## config.mk

```make
export PLATFORM = sky130hd
export DESIGN_NAME = asic_cfg_scheduler_flat
export DESIGN_NICKNAME = d
export VERILOG_FILES = /design/src/rtl/asic_cfg_scheduler_if.sv /design/src/rtl/asic_cfg_scheduler.sv /design/src/flat_wrapper.sv
export SDC_FILE = /design/constraint.sdc
export NUM_CORES = 1
export LEC_CHECK = 0
export CORE_UTILIZATION = 46
export DETAILED_ROUTE_END_ITERATION = 12
export GPL_TIMING_DRIVEN = 0
export PLACE_DENSITY = 0.75
export SYNTH_ARGS = -nofsm -noshare
export SYNTH_HDL_FRONTEND = slang
export SYNTH_SLANG_ARGS = --single-unit
```

## constraint.sdc

```tcl
create_clock -name CLK -period 2.2 [get_ports CLK]
set_input_delay 0.44 -clock CLK [delete_from_list [all_inputs] [get_ports CLK]]
set_output_delay 0.44 -clock CLK [all_outputs]
set_load 0.02 [all_outputs]
```

## src/rtl/asic_cfg_scheduler_if.sv

```systemverilog
// asic_cfg_scheduler_if
//   Request/ack handshake and serial register-port signals of the configuration
//   scheduler.
//   master : requester side (drives requests and data, observes acks and serial pins)
//   slave  : scheduler side (samples requests and data, drives acks and serial pins)
interface asic_cfg_scheduler_if #(
    parameter int SIZESRDYN  = 16,
    parameter int SIZESRSTAT = 88
);
    logic                  dyn_req;
    logic [SIZESRDYN-1:0]  dyn_data;
    logic                  dyn_ack;
    logic                  stat_req;
    logic [SIZESRSTAT-1:0] stat_data;
    logic                  stat_ack;
    logic                  SEL;
    logic                  MOSI;
    logic                  SCLK;
    logic                  frame_active;
    logic                  busy;

    modport master (
        output dyn_req, dyn_data, stat_req, stat_data,
        input  dyn_ack, stat_ack, SEL, MOSI, SCLK, frame_active, busy
    );

    modport slave (
        input  dyn_req, dyn_data, stat_req, stat_data,
        output dyn_ack, stat_ack, SEL, MOSI, SCLK, frame_active, busy
    );
endinterface

```

## src/rtl/asic_cfg_scheduler.sv

```systemverilog
// asic_cfg_scheduler
//   Arbitrates between a dynamic (SIZESRDYN-bit) and a static (SIZESRSTAT-bit)
//   register load request and shifts the granted word out MSB-first on MOSI with
//   a generated SCLK. Everything runs on CLK; SCLK is a registered output toggled
//   on clock-enable ticks, so there is no derived clock inside the block.
//   Ports:
//     CLK    system clock, posedge
//     RST_N  asynchronous active-low reset
//     bus    asic_cfg_scheduler_if.slave: dyn/stat req, data, ack;
//            SEL, MOSI, SCLK, frame_active, busy
//
//   state    | meaning
//   ---------+---------------------------------------------------------
//   ST_IDLE  | waiting for a request; divider held at 0
//   ST_SHIFT | frame in progress; SCLK toggles every tick
//   ST_GAP   | enforced idle after a frame, GAP_TICKS ticks long
module asic_cfg_scheduler #(
    parameter int SIZESRDYN  = 16,
    parameter int SIZESRSTAT = 88,
    parameter int CLK_DIV    = 8,
    parameter int GAP_TICKS  = 4
) (
    input  logic                  CLK,
    input  logic                  RST_N,
    asic_cfg_scheduler_if.slave   bus
);
    localparam int BCW = $clog2(SIZESRSTAT);
    localparam int DCW = $clog2(CLK_DIV);
    localparam int GCW = (GAP_TICKS > 1) ? $clog2(GAP_TICKS) : 1;
    localparam int PAD = SIZESRSTAT - SIZESRDYN;

    localparam logic [1:0] ST_IDLE  = 2'd0;
    localparam logic [1:0] ST_SHIFT = 2'd1;
    localparam logic [1:0] ST_GAP   = 2'd2;

    localparam logic [DCW-1:0] DIV_LAST  = DCW'(CLK_DIV - 1);
    localparam logic [BCW-1:0] DYN_LAST  = BCW'(SIZESRDYN - 1);
    localparam logic [BCW-1:0] STAT_LAST = BCW'(SIZESRSTAT - 1);
    localparam logic [GCW-1:0] GAP_LAST  = GCW'(GAP_TICKS - 1);

    logic [1:0]            state_q, state_d;
    logic [DCW-1:0]        div_cnt_q, div_cnt_d;
    logic [SIZESRSTAT-1:0] shreg_q, shreg_d;
    logic [BCW-1:0]        bit_cnt_q, bit_cnt_d;
    logic [GCW-1:0]        gap_cnt_q, gap_cnt_d;
    logic                  last_dyn_q, last_dyn_d;
    logic                  sclk_q, sclk_d;
    logic                  mosi_q, mosi_d;
    logic                  sel_q, sel_d;
    logic                  fa_q, fa_d;
    logic                  busy_q, busy_d;
    logic                  dyn_ack_q, dyn_ack_d;
    logic                  stat_ack_q, stat_ack_d;
    logic                  tick;
    logic                  grant_dyn, grant_stat;

    always_comb begin
        state_d    = state_q;
        div_cnt_d  = div_cnt_q;
        shreg_d    = shreg_q;
        bit_cnt_d  = bit_cnt_q;
        gap_cnt_d  = gap_cnt_q;
        last_dyn_d = last_dyn_q;
        sclk_d     = sclk_q;
        mosi_d     = mosi_q;
        sel_d      = sel_q;
        fa_d       = fa_q;
        dyn_ack_d  = 1'b0;
        stat_ack_d = 1'b0;
        grant_dyn  = 1'b0;
        grant_stat = 1'b0;

        tick = (div_cnt_q == DIV_LAST);
        div_cnt_d = tick ? '0 : div_cnt_q + DCW'(1);

        case (state_q)
            ST_IDLE: begin
                div_cnt_d = '0;
                // On contention the requester that did not win last time goes first.
                grant_dyn  = bus.dyn_req  && (!bus.stat_req || !last_dyn_q);
                grant_stat = bus.stat_req && (!bus.dyn_req  ||  last_dyn_q);
                if (grant_dyn) begin
                    dyn_ack_d  = 1'b1;
                    shreg_d    = {bus.dyn_data, {PAD{1'b0}}};
                    bit_cnt_d  = DYN_LAST;
                    mosi_d     = bus.dyn_data[SIZESRDYN-1];
                    sel_d      = 1'b1;
                    last_dyn_d = 1'b1;
                end else if (grant_stat) begin
                    stat_ack_d = 1'b1;
                    shreg_d    = bus.stat_data;
                    bit_cnt_d  = STAT_LAST;
                    mosi_d     = bus.stat_data[SIZESRSTAT-1];
                    sel_d      = 1'b0;
                    last_dyn_d = 1'b0;
                end
                if (grant_dyn || grant_stat) begin
                    fa_d    = 1'b1;
                    sclk_d  = 1'b0;
                    state_d = ST_SHIFT;
                end
            end
            ST_SHIFT: begin
                if (tick) begin
                    sclk_d = ~sclk_q;
                    // Data only moves on the falling SCLK tick, so MOSI is centred
                    // on the rising edge the target samples.
                    if (sclk_q) begin
                        if (bit_cnt_q != '0) begin
                            shreg_d   = {shreg_q[SIZESRSTAT-2:0], 1'b0};
                            mosi_d    = shreg_q[SIZESRSTAT-2];
                            bit_cnt_d = bit_cnt_q - BCW'(1);
                        end else begin
                            mosi_d    = 1'b0;
                            fa_d      = 1'b0;
                            gap_cnt_d = '0;
                            state_d   = ST_GAP;
                        end
                    end
                end
            end
            ST_GAP: begin
                sclk_d = 1'b0;
                mosi_d = 1'b0;
                if (tick) begin
                    if (gap_cnt_q == GAP_LAST) begin
                        sel_d   = 1'b0;
                        state_d = ST_IDLE;
                    end else begin
                        gap_cnt_d = gap_cnt_q + GCW'(1);
                    end
                end
            end
            default: begin
                state_d = ST_IDLE;
                sclk_d  = 1'b0;
                mosi_d  = 1'b0;
                sel_d   = 1'b0;
                fa_d    = 1'b0;
            end
        endcase

        busy_d = (state_d != ST_IDLE);
    end

    always_ff @(posedge CLK or negedge RST_N) begin
        if (!RST_N) begin
            state_q    <= ST_IDLE;
            div_cnt_q  <= '0;
            shreg_q    <= '0;
            bit_cnt_q  <= '0;
            gap_cnt_q  <= '0;
            last_dyn_q <= 1'b1;
            sclk_q     <= 1'b0;
            mosi_q     <= 1'b0;
            sel_q      <= 1'b0;
            fa_q       <= 1'b0;
            busy_q     <= 1'b0;
            dyn_ack_q  <= 1'b0;
            stat_ack_q <= 1'b0;
        end else begin
            state_q    <= state_d;
            div_cnt_q  <= div_cnt_d;
            shreg_q    <= shreg_d;
            bit_cnt_q  <= bit_cnt_d;
            gap_cnt_q  <= gap_cnt_d;
            last_dyn_q <= last_dyn_d;
            sclk_q     <= sclk_d;
            mosi_q     <= mosi_d;
            sel_q      <= sel_d;
            fa_q       <= fa_d;
            busy_q     <= busy_d;
            dyn_ack_q  <= dyn_ack_d;
            stat_ack_q <= stat_ack_d;
        end
    end

    assign bus.dyn_ack      = dyn_ack_q;
    assign bus.stat_ack     = stat_ack_q;
    assign bus.SEL          = sel_q;
    assign bus.MOSI         = mosi_q;
    assign bus.SCLK         = sclk_q;
    assign bus.frame_active = fa_q;
    assign bus.busy         = busy_q;
endmodule

```

## src/flat_wrapper.sv

```systemverilog
// flat-port wrapper written by rule: the top's interface ports become plain ports
module asic_cfg_scheduler_flat 
#(
    parameter int SIZESRDYN  = 16,
    parameter int SIZESRSTAT = 88,
    parameter int CLK_DIV    = 8,
    parameter int GAP_TICKS  = 4
)
  (CLK, RST_N, bus_dyn_req, bus_dyn_data, bus_stat_req, bus_stat_data, bus_dyn_ack, bus_stat_ack, bus_SEL, bus_MOSI, bus_SCLK, bus_frame_active, bus_busy);
  asic_cfg_scheduler_if #(.SIZESRDYN(SIZESRDYN), .SIZESRSTAT(SIZESRSTAT)) bus_i ();
  input  logic CLK;
  input  logic RST_N;
  input wire logic [$bits(bus_i.dyn_req)-1:0] bus_dyn_req;
  input wire logic [$bits(bus_i.dyn_data)-1:0] bus_dyn_data;
  input wire logic [$bits(bus_i.stat_req)-1:0] bus_stat_req;
  input wire logic [$bits(bus_i.stat_data)-1:0] bus_stat_data;
  output wire logic [$bits(bus_i.dyn_ack)-1:0] bus_dyn_ack;
  output wire logic [$bits(bus_i.stat_ack)-1:0] bus_stat_ack;
  output wire logic [$bits(bus_i.SEL)-1:0] bus_SEL;
  output wire logic [$bits(bus_i.MOSI)-1:0] bus_MOSI;
  output wire logic [$bits(bus_i.SCLK)-1:0] bus_SCLK;
  output wire logic [$bits(bus_i.frame_active)-1:0] bus_frame_active;
  output wire logic [$bits(bus_i.busy)-1:0] bus_busy;
  assign bus_i.dyn_req = bus_dyn_req;
  assign bus_i.dyn_data = bus_dyn_data;
  assign bus_i.stat_req = bus_stat_req;
  assign bus_i.stat_data = bus_stat_data;
  assign bus_dyn_ack = bus_i.dyn_ack;
  assign bus_stat_ack = bus_i.stat_ack;
  assign bus_SEL = bus_i.SEL;
  assign bus_MOSI = bus_i.MOSI;
  assign bus_SCLK = bus_i.SCLK;
  assign bus_frame_active = bus_i.frame_active;
  assign bus_busy = bus_i.busy;
  asic_cfg_scheduler #(.SIZESRDYN(SIZESRDYN), .SIZESRSTAT(SIZESRSTAT), .CLK_DIV(CLK_DIV), .GAP_TICKS(GAP_TICKS)) u_core (.CLK(CLK), .RST_N(RST_N), .bus(bus_i));
endmodule
```

# Word-level counts from Yosys, hierarchy flattened
# Cells that the tools add are included.
dict set report word_totals {
  word_cells 104
  out_inout_bits 7
  ff_bits 109
}
dict set report op_classes {
  n_reduce_logical 21
  eq_ne 13
  bitwise 3
  muxes 51
  n_addsub 3
}
# operator count
set ops {}
lappend ops {{$mux 87} 5}
lappend ops {{$pmux 87 s2} 1}
lappend ops {{$mux 7} 5}
lappend ops {{$mux 2} 11}
lappend ops {{$mux 1} 20}
lappend ops {{$pmux 7 s2} 1}
lappend ops {{$ne 2x1->1 const B} 6}
lappend ops {{$reduce_and 5->1} 2}
lappend ops {{$reduce_bool 2->1} 4}
lappend ops {{$reduce_bool 7->1} 1}
lappend ops {{$sub 7x1->7 const B} 1}
lappend ops {{$mux 3} 2}
lappend ops {{$pmux 1 s3} 2}
lappend ops {{$pmux 2 s3} 1}
lappend ops {{$reduce_and 6->1} 1}
lappend ops {{$eq 2x2->1 const B} 2}
lappend ops {{$ne 2x2->1 const B} 2}
lappend ops {{$pmux 1 s2} 2}
lappend ops {{$pmux 2 s2} 1}
lappend ops {{$reduce_and 2->1} 2}
lappend ops {{$reduce_and 4->1} 1}
lappend ops {{$add 3x1->3 const B} 1}
lappend ops {{$eq 3x3->1 const B} 1}
lappend ops {{$logic_not 1->1} 3}
lappend ops {{other kinds (8)} 13}

# Longest topological paths before layout
# Gate-level depths: netlist (run 1).
dict set report depth {
  depth_word 7
  ltp_mapped 9
  mapped_depth_nobuf 6
}

# Worst setup path after synthesis (run 1)
# Ideal clock, no wire load.
dict set report synth_path {
  kind {flip-flop to flip-flop}
  startpoint {register u_core.bit_cnt_q[0]}
  endpoint {register u_core.shreg_q[80]}
  arrival_time_ns 2.218
  synth_period_minus_slack_ns 2.346
  path_slack_ns -0.146
  path_stages_with_launch 9
  cell_sequence {dfrtp_1 > inv_1 > ha_1 > or4b_4 > or4b_1 > buf_2 > nand2_2 > buf_4 > mux2_1}
}
dict set report synth_via {
  elab_chain_cells 3
}
# element line
set synth_rtl {}
lappend synth_rtl {{start: declaration} asic_cfg_scheduler.sv:44} ;# logic [BCW-1:0] bit_cnt_q, bit_cnt_d;
lappend synth_rtl {{start signal: assignment} asic_cfg_scheduler.sv:165} ;# bit_cnt_q <= bit_cnt_d;
lappend synth_rtl {{$reduce_bool 7->1} asic_cfg_scheduler.sv:109} ;# if (bit_cnt_q != '0) begin
lappend synth_rtl {{$ne 2x1->1 (no source line)} -}
lappend synth_rtl {{$reduce_and 5->1 (no source line)} -}
lappend synth_rtl {{end signal: assignment} asic_cfg_scheduler.sv:164} ;# shreg_q <= shreg_d;
lappend synth_rtl {{end: declaration} asic_cfg_scheduler.sv:43} ;# logic [SIZESRSTAT-1:0] shreg_q, shreg_d;
# Every way passes these cells.
# A chain may end at the register's enable or synchronous reset.

# Worst setup path after layout (run 1)
dict set report layout_path {
  startpoint {register u_core.bit_cnt_q[0]}
  endpoint {register u_core.shreg_q[29]}
}
# The elaborated chain is that of the path after synthesis.

==> reports/qor.csv, run 1 <==
metric,value,unit
gpl congestion,0.8247,
ant diodes,0,
Layout Area Growth over Synthesis,40.17,%
Critical Path Stages,8,
slew of the pin with the lowest slew margin,0.7643,ns
Worst-Skew Late Latency,0.34,ns
Pleak,3.692,nW
Pins Over Slew Limit,0,
routed len/inst,17.87,um
Die H,114.1,um
xor/xnor share of the synthesized area,0.001514,
post-route cell area,8108,um^2
cell area power density,494.7,nW/um^2
worst path cell trace,inv_2 -> ha_4 -> or4b_4 -> or4b_4 -> clkbuf_16 -> clkbuf_16 -> a21oi_2 -> a31oi_1,
# clock sinks,109,
fin crit period,2.372,ns
RSZ-0062 raised after global routing,yes,
Slew headroom,0.4851,
vias in the first global route,5278,
initial drt markers,449,
CTS H-tree lvls,3,
Avg Vias per Cell,5.897,
"top cells by count, synth","a21oi_1, dfrtp_1, a31oi_1, and3_1, clkbuf_1",
Syn Inst Count,627,
IO Count,115,
main combinational cell family by area after synthesis,compound AO/OA/AOI/OAI gates,
Buffers & Inverters on Critical Path,3,
root buf cell,clkbuf_16,
First-pass DRT Iterations,5,
Hold Crit Class,input port to asynchronous set/reset pin,
sequential element share of the synthesized area,0.4718,
CP startpoint kind,flip-flop,
Critical-path top delay cell,or4b_4,
first-pass GRT wire length,25700,um
placed insts,909,
post-detail-place hpwl,10390,um
post-synthesis mux area share,0.03288,
Die Area,13030,um^2
ys async rst share,1.000,
# DRC,0,
top post-synthesis cells by area,"dfrtp_1, a21oi_1, a31oi_1",
IO Port Bufs,113,
Final Util,0.6694,
Yosys reg bits,109,
Worst path max stage delay,0.60,ns
Starting Density,0.4776,
antenna-violating nets left,0,
CP required,2.41,ns
Vias,5531,
final setup fails,94,
crit path DAT,2.58,ns
Final nets,877,
reg2reg path depth,8,
CTS tree,yes,
row cnt,40,
CTS buffer count,9,
share of layout cells above drive strength 1,0.2104,
"Hold-fix buffers, CTS",0,
Synth warnings,0,
synthesized area per cell,9.225,um^2
syn_nets,739,
initial antenna violation count,0,
DP Worst Slack,-0.7967,ns
Max rail drop VDD,0.3062,mV
Post-Synth Adder-Cell Area,0.008652,
CTS Buffer Depth,2,
clk slew on worst S/H paths,0.07,ns
clk_skew,0.008256,ns
number of max-cap violations,0,
post-synthesis compound-gate area fraction,0.2790,
Crit Path Class,flip-flop to flip-flop,
drt total wl,16760,um
ys flop type,dfrtp_1,
Final period util,1.078,
simple-gate area share of the yosys netlist,0.1361,
"Largest delay share family, worst path",simple AND/OR/NAND/NOR gates,
post-synthesis cell area,5784,um^2
Die W,114.1,um
status,finished with violations,
"Hold Vio Cnt, Final",0,
crit path capture type,flip-flop,
post-synth cell types,47,
final worst-path setup slack,-0.1722,ns
Layout Cells excl Fill,938,
Placeable Area,12110,um^2
total gr overflow,0,
GRT Total Usage,0.2447,
DP Area,7154,um^2
top-area cell type share of the netlist area,0.4672,
Max Fanout on Critical Path,6,
failing checks,setup timing,
most numerous cell in the Yosys netlist,a21oi_1,
"EDFF count, synth",0,
largest net degree at the start of global routing,60,
cell accounting for the most synthesized area,dfrtp_1,
Fmax,0.4215,GHz
-- layout make-up --
| class | instances | area, um^2 |
|---|---|---|
| tap | 168 | 210.2 |
| fill | 977 | 4004 |
| inverter | 3 | 11.26 |
| buffer | 70 | 486.7 |
| multi-input combinational | 444 | 3024 |
| clock inverter | 4 | 55.05 |
| sequential | 109 | 2729 |
| clock buffer | 12 | 266.5 |
| timing repair buffer | 128 | 1325 |
-- kinds of logic (layout without fill, tap and decap cells) --
| kind of cell | count (synthesis) | count (layout) |
|---|---|---|
| and+or+nand+nor | 143 | 143 |
| AOI/OAI and AO/OA | 279 | 279 |
| buffers and inverters | 74 | 217 |
| adders and majority gates | 4 | 4 |
| DFF | 109 | 109 |
| muxes | 17 | 17 |
| xor gates and xnor gates | 1 | 1 |
-- state kept, by name, indices dropped and copies added, names as in the netlist --
name / cells
u_core.last_dyn_q: 1
u_core.shreg_q: 87
u_core.bus.SEL: 1
u_core.state_q: 2
u_core.bus.dyn_ack: 1
u_core.div_cnt_q: 3
u_core.bus.busy: 1
u_core.gap_cnt_q: 2
u_core.bit_cnt_q: 7
u_core.bus.frame_active: 1
u_core.bus.SCLK: 1
u_core.bus.MOSI: 1
u_core.bus.stat_ack: 1
-- metrics by stage --
step	hold WS [ns]	TNS (ns)	power, mW
floorplan	0.1444	-5.909	2.079
global placement	0.4316	-425.85	2.320
detailed placement	0.4512	-55.99	2.328
CTS	0.1559	-11.74	4.026
global route	0.1886	-16.65	4.135
finish	0.1394	-11.79	4.011
-- power breakdown --
| group | internal [mW] | total, mW | leakage, nW | switching [mW] |
|---|---|---|---|---|
| clock | 0.982 | 1.72 | 0.155 | 0.741 |
| sequential | 2.00 | 2.00 | 1.50 | 0.000944 |
| combinational | 0.181 | 0.285 | 2.03 | 0.105 |
-- placed cells by master, fill, tap and decap left out, types with 16 or more instances in the layout --
cell and count:
and3_1 73, nand2_1 25, a21oi_1 120, dfrtp_1 108
mux2_4 16, nor2_1 21, a21oi_2 53, clkbuf_1 37
a31oi_1 70, clkdlybuf4s50_1 112
-- routing by layer --
layer | up-vias | part of all wire | GRT usage
met5 | - | 0 | 0
met4 | 0 | 0.016 | 0.07273
met3 | 27 | 0.059 | 0.03229
met2 | 236 | 0.49 | 0.4061
met1 | 2676 | 0.44 | 0.3356
li1 | 2592 | - | -
-- final timing paths --
path / start / endpoint / slack, ns
hold / removal: RST_N / u_core.shreg_q[28] / 0.14
hold reg to reg: u_core.div_cnt_q[0] / u_core.div_cnt_q[0] / 0.46
max in group asynchronous: RST_N / u_core.shreg_q[67] / 1.34
setup / recovery: u_core.bit_cnt_q[0] / u_core.shreg_q[29] / -0.17
setup reg to reg: u_core.bit_cnt_q[0] / u_core.shreg_q[29] / -0.17
min in group CLK: bus_stat_req / u_core.last_dyn_q / 0.35
-- timing repair --
| action | 4_1_cts | 5_1_grt |
|---|---|---|
| gates cloned | 1 | 3 |
| buffers inserted | 6 | 4 |
| hold endpoints to repair | 0 | 0 |
| resized for setup | 62 | 70 |
| setup endpoints to repair | 96 | 97 |
| pin swaps | 5 | 28 |
Power figures use the tool's default switching activity.
==> run 2, diff against run 1 <==
CORE_MARGIN = 2   (was unset)
==> run 2 against run 1 <==
Against the previous run: the flow still finishes with violations (setup timing); cell count down 0.53%; wire length down 4.3%; non-clock buffer count down 5; worst hold slack worse by 0.044 ns; design area down 4.3%; sequential share of layout area up 1.5 points; largest cell class unchanged.
==> reports/qor.csv, run 2 (synthesis gave the netlist of run 1 again) <==
metric,value,unit,change
share of layout cells above drive strength 1,0.1686,,-0.04176
routed len/inst,17.20,um,-3.8%
"Hold Vio Cnt, Final",0,,unchanged
Max rail drop VDD,0.3210,mV,+4.8%
"Hold-fix buffers, CTS",0,,unchanged
clock group share of total power,0.408,,-0.021
CTS buffer count,9,,unchanged
fin crit period,2.364,ns,-0.007879 ns
CTS tree,yes,,
CP required,2.43,ns,+0.02 ns
internal power,2.992,mW,-5.5%
largest net degree at the start of global routing,65,,+8.3%
Fmax,0.4230,GHz,+0.33%
first-pass GRT wire length,25430,um,-1.0%
Slew headroom,0.4382,,-0.04689
worst hold slack,0.09588,ns,-0.04351 ns
most frequent cells in the layout,"a21oi_1, clkdlybuf4s50_1, dfrtp_1",,
# DRC,0,,unchanged
clk slew on worst S/H paths,0.08,ns,about the same
drt total wl,16040,um,-4.3%
DP Worst Slack,-0.7984,ns,-0.001712 ns
final setup fails,93,,-1.1%
Final period util,1.075,,-0.003581
CP startpoint kind,flip-flop,,
Regs by FF count,"u_core.shreg_q: 87 flops, u_core.bit_cnt_q: 7 flops, u_core.div_cnt_q: 3 flops",,
slew of the pin with the lowest slew margin,0.8339,ns,+0.06959 ns
Layout Area Growth over Synthesis,34.16,%,
ant diodes,0,,unchanged
Pins Over Slew Limit,0,,unchanged
First-pass DRT Iterations,5,,unchanged
CTS H-tree lvls,3,,unchanged
number of max-cap violations,0,,unchanged
combinational fraction of design power,0.074,,+0.003
Max Fanout on Critical Path,8,,+2
crit path capture type,flip-flop,,
crit path DAT,2.59,ns,about the same
GRT Total Usage,0.2341,,-0.01056
CP endpoint,u_core.shreg_q[82],,
vias in the first global route,5391,,+2.1%
RSZ-0062 raised after global routing,yes,,
Final nets,872,,-0.57%
total power draw,3.871,mW,-3.5%
failing checks,setup timing,,
Crit Path Class,flip-flop to flip-flop,,
clk_skew,0.009723,ns,+0.001466 ns
switch share,0.2271,,+0.01610
CTS Buffer Depth,2,,unchanged
Layout Cells excl Fill,933,,-0.53%
launch point of the worst reg-to-reg path,u_core.bit_cnt_q[1],,
# clock sinks,109,,unchanged
cell area power density,498.9,nW/um^2,+0.84%
R2R Setup Slk,-0.16,ns,about the same
Die Area,13490,um^2,+3.5%
initial drt markers,476,,+6.0%
gpl congestion,0.8062,,-2.2%
NetSw,879.1,uW,+3.9%
reg2reg path depth,7,,-1
Die W,116.1,um,+1.8%
post-detail-place hpwl,10570,um,+1.6%
Worst-Skew Late Latency,0.35,ns,about the same
Placeable Area,12160,um^2,+0.41%
Top reg by flops,u_core.shreg_q,,
placed insts,909,,unchanged
Starting Density,0.4756,,-0.001965
RR Endpoint,u_core.shreg_q[82],,
root buf cell,clkbuf_16,,
Vias,5450,,-1.5%
initial antenna violation count,0,,unchanged
register share of total power,0.518,,+0.018
max reg flops,87,,unchanged
Avg Vias per Cell,5.841,,-0.94%
post-route cell area,7760,um^2,-4.3%
total gr overflow,0,,unchanged
antenna-violating nets left,0,,unchanged
row cnt,40,,unchanged
status,finished with violations,,
Die H,116.1,um,+1.8%
DP Area,7154,um^2,unchanged
final worst-path setup slack,-0.1643,ns,+0.007879 ns
IO Count,115,,unchanged
Crit. Startpoint,u_core.bit_cnt_q[1],,
Pleak,3.586,nW,-2.9%
IO Port Bufs,113,,unchanged
Hold Crit Class,input port to asynchronous set/reset pin,,
"commonest non-fill, non-tap cell in the layout",a21oi_1,,
run 2: per-layer routing:
metal,track usage,up-vias,part of all wire
met2,0.3930,233,0.48
met3,0.03062,29,0.062
met1,0.3206,2609,0.44
li1,-,2579,-
met5,0,-,0
met4,0.06905,0,0.015
run 2: worst max-delay path: stages (launching register included):
cell     delay (ns)
dfrtp_1        0.40
inv_2          0.09
ha_4           0.13
or4b_4         0.47
or4b_4         0.58
nand2_8        0.13
buf_8          0.14
mux2_4         0.30
run 2: power by group through the flow:
stage                     clock network [mW]  registers (mW)  logic [mW]
after global placement                     0            2.04       0.276
after floorplan                            0            2.04      0.0341
after global routing                    1.68            2.00       0.310
after detailed placement                   0            2.04       0.286
final                                   1.58            2.00       0.287
after CTS                               1.59            2.00       0.290
run 2: worst min path at each step:
stage / startpoint / endpoint / slack, ns / cells after the start
after global placement: u_core.div_cnt_q[0] / u_core.div_cnt_q[0] / 0.43 / 1
final: RST_N / u_core.shreg_q[27] / 0.1 / 1
after floorplan: RST_N / u_core.bit_cnt_q[0] / 0.14 / 0
after CTS: RST_N / u_core.shreg_q[27] / 0.12 / 1
after detailed placement: u_core.div_cnt_q[0] / u_core.div_cnt_q[0] / 0.44 / 1
after global routing: RST_N / u_core.shreg_q[27] / 0.14 / 1
run 2: layout make-up:
type | count | area [um^2]
Tap cell | 168 | 210.2
Fill cell | 1012 | 4402
Sequential cell | 109 | 2729
Clock buffer | 10 | 239.0
Multi-Input combinational cell | 444 | 2849
Inverter | 3 | 11.26
Buffer | 70 | 442.9
Clock inverter | 6 | 47.55
Timing Repair Buffer | 123 | 1231
run 2: timing repair:
action / in CTS / in global routing
setup endpoints to repair: 95 / 96
buffers inserted: 6 / 2
gates cloned: 1 / 0
pin swaps: 4 / 1
gates resized for setup: 47 / 36
run 2: per-stage QoR:
step / utilization / setup TNS, ns
2_1_floorplan: - / -5.909
3_3_place_gp: 0.5862 / -424.03
3_5_place_dp: 0.5883 / -54.95
4_1_cts: 0.6299 / -13.92
5_1_grt: 0.6381 / -15.38
6_report: 0.6381 / -10.84
==> run 3, diff against run 2 <==
ABC_AREA = 1   (was unset)
CORE_ASPECT_RATIO = 0.6   (was unset)
PLACE_DENSITY = 0.76   (was 0.75)
==> run 3 against run 2 <==
Against the previous run: the flow now finishes without violations; via count fell by 5.5%; global-route usage shrank 1.2 points; critical path type unchanged; sequential power rose by 45%; design area down 6.4%; area after synthesis fell by 3.3%; maximum frequency rose by 19%; critical path depth is 3 higher; count of clock-buffer cells in the layout is 2 higher; cell count rose by 19%.
==> reports/qor.csv, run 3 <==
metric,value,unit,change
cell accounting for the most synthesized area,dfrtp_1,,
Fmax,0.5020,GHz,+19%
post-detail-place hpwl,9615,um,-9.0%
initial antenna violation count,0,,unchanged
vias in the first global route,4660,,-14%
sequential element share of the synthesized area,0.4877,,+0.01593
clk slew on worst S/H paths,0.06,ns,-0.02 ns
worst path cell trace,inv_1 -> ha_1 -> nand2_1 -> nor2_2 -> nand3_1 -> nand2_2 -> buf_4 -> buf_4 -> nand2_1 -> o21ai_1,,
post-synth cell types,22,,-53%
drt total wl,13590,um,-15%
IO Count,115,,unchanged
Critical-path top delay cell,dfrtp_1,,
Synth warnings,0,,unchanged
initial drt markers,393,,-17%
CP required,2.46,ns,+0.03 ns
final setup fails,0,,-100%
# DRC,0,,unchanged
CTS H-tree lvls,3,,unchanged
cell area power density,878.3,nW/um^2,+76%
Die H,89.43,um,-23%
Avg Vias per Cell,4.648,,-20%
gpl congestion,0.8437,,+4.7%
share of layout cells above drive strength 1,0.06151,,-0.1071
routed len/inst,12.27,um,-29%
"commonest non-fill, non-tap cell in the layout",nand2_1,,
synthesized area per cell,6.874,um^2,-25%
Top reg by flops,u_core.shreg_q,,
most numerous cell in the Yosys netlist,nand2_1,,
Layout Area Growth over Synthesis,29.87,%,
slew of the pin with the lowest slew margin,0.6704,ns,-0.1635 ns
Syn Inst Count,814,,+30%
CTS tree,yes,,
fin crit period,1.992,ns,-0.3721 ns
Regs by FF count,"u_core.shreg_q: 87 flops, u_core.bit_cnt_q: 7 flops, u_core.div_cnt_q: 3 flops",,
CTS Buffer Depth,2,,unchanged
total gr overflow,0,,unchanged
syn_nets,926,,+25%
Vias,5150,,-5.5%
row cnt,31,,-23%
status,finished clean,,
Final nets,1052,,+21%
top-area cell type share of the netlist area,0.4830,,+0.01578
largest net degree at the start of global routing,70,,+7.7%
"EDFF count, synth",0,,unchanged
Yosys reg bits,109,,unchanged
antenna-violating nets left,0,,unchanged
worst hold slack,0.07882,ns,-0.01706 ns
top post-synthesis cells by area,"dfrtp_1, nand2_1, nand3_1",,
Pins Over Slew Limit,0,,unchanged
RSZ-0062 raised after global routing,no,,
crit path capture type,flip-flop,,
Worst-Skew Late Latency,0.34,ns,about the same
crit path DAT,2.25,ns,-0.34 ns
max reg flops,87,,unchanged
Crit Path Class,flip-flop to flip-flop,,
Max Fanout on Critical Path,10,,+2
post-synthesis cell area,5595,um^2,-3.3%
"Hold Vio Cnt, Final",0,,unchanged
"top cells by count, synth","nand2_1, dfrtp_1, nand3_1, inv_1, nor2_1",,
number of max-cap violations,0,,unchanged
# clock sinks,109,,unchanged
first-pass GRT wire length,22940,um,-9.8%
Die Area,13090,um^2,-2.9%
most frequent cells in the layout,"nand2_1, clkdlybuf4s50_1, dfrtp_1",,
Worst path max stage delay,0.37,ns,-0.21 ns
IO Port Bufs,114,,+0.88%
First-pass DRT Iterations,5,,unchanged
ant diodes,0,,unchanged
root buf cell,clkbuf_16,,
Placeable Area,11950,um^2,-1.8%
ys flop type,dfrtp_1,,
Hold Crit Class,input port to asynchronous set/reset pin,,
Starting Density,0.4684,,-0.007247
Slew headroom,0.5530,,+0.1148
CTS buffer count,9,,unchanged
Max rail drop VDD,0.4737,mV,+48%
GRT Total Usage,0.2223,,-0.01180
Final period util,0.9055,,-0.1692
Die W,146.4,um,+26%
Layout Cells excl Fill,1108,,+19%
total power draw,6.383,mW,+65%
CP startpoint kind,flip-flop,,
ys async rst share,1.000,,unchanged
placed insts,1094,,+20%
Pleak,3.945,nW,+10%
Final Util,0.6083,,-0.02977
clk_skew,0.008001,ns,-0.001721 ns
==> run 3: cell types whose count changed after synthesis, sizes merged, moves of 23 or more <==
cell and change:
a21oi -176, a31oi -75, and3 -73, clkbuf -44, inv +23, nand2 +538, nand3 +25
==> run 3: layer usage <==
metal	up-vias	routed length, um	global-route usage
met2	135	5548	0.3178
met4	0	122	0.06002
li1	2704	-	-
met1	2300	7171	0.3420
met5	-	0	0
met3	11	749	0.04643
==> run 3: per-stage QoR <==
step / setup slack (ns) / cell area [um^2] / setup TNS (ns)
detailed placement: -0.1368 / 6968 / -4.226
global route: 0.009357 / 7267 / 0
finish: 0.2078 / 7267 / 0
CTS: 0.09119 / 7249 / 0
floorplan: 0.4886 / 5595 / 0
global placement: -3.521 / 6943 / -384.69
==> run 3: area by class of cell <==
type	instances	area (um^2)
plain buffers	40	251.5
clock buffers	12	246.5
clock inverters	2	35.03
fillers	1171	4679
inverters	26	97.59
multi-input cells	639	2535
flip-flops and latches	109	2729
well taps	165	206.4
repair buffers	115	1166
==> run 3: logic make-up after synthesis <==
family / count (synthesis) / share of synthesized area
fa+ha+maj: 4 / 0.008945
flops: 109 / 0.4877
compound gates: 15 / 0.01431
buf+inv: 66 / 0.06239
xor+xnor: 1 / 0.001566
simple gates: 619 / 0.4251
==> run 3: final timing paths <==
check | start | to | slack (ns) | cells past startpoint
max | u_core.bit_cnt_q[0] | u_core.bit_cnt_q[1] | 0.21 | 10
min | RST_N | u_core.gap_cnt_q[0] | 0.08 | 1
max reg2reg | u_core.bit_cnt_q[0] | u_core.bit_cnt_q[1] | 0.21 | 10
min reg2reg | u_core.div_cnt_q[0] | u_core.div_cnt_q[0] | 0.45 | 1
max in group asynchronous | RST_N | u_core.shreg_q[38] | 1.40 | 2
min in group CLK | u_core.div_cnt_q[0] | u_core.div_cnt_q[0] | 0.45 | 1
==> run 3: worst max-delay path: cells and delay by family, from the launching register on <==
family                     cells  cell delay, ns
and+or+nand+nor                5            0.68
buffers and inverters          3            0.55
AOI/OAI and AO/OA              1            0.08
DFF                            1            0.37
adders and majority gates      1            0.24
==> run 3: timing repair <==
action                                  CTS  global route
buffers inserted                          0             0
endpoints found under the setup margin    0            94
hold buffers                              0             0
hold endpoints to repair                  0             0
gates resized for setup                   0             4
==> run 3: power breakdown <==
group | switching (mW) | internal (mW) | leakage [nW] | total, mW
sequential | 0.326 | 2.58 | 1.39 | 2.91
combinational | 1.01 | 0.887 | 2.42 | 1.90
clock | 0.675 | 0.901 | 0.139 | 1.58
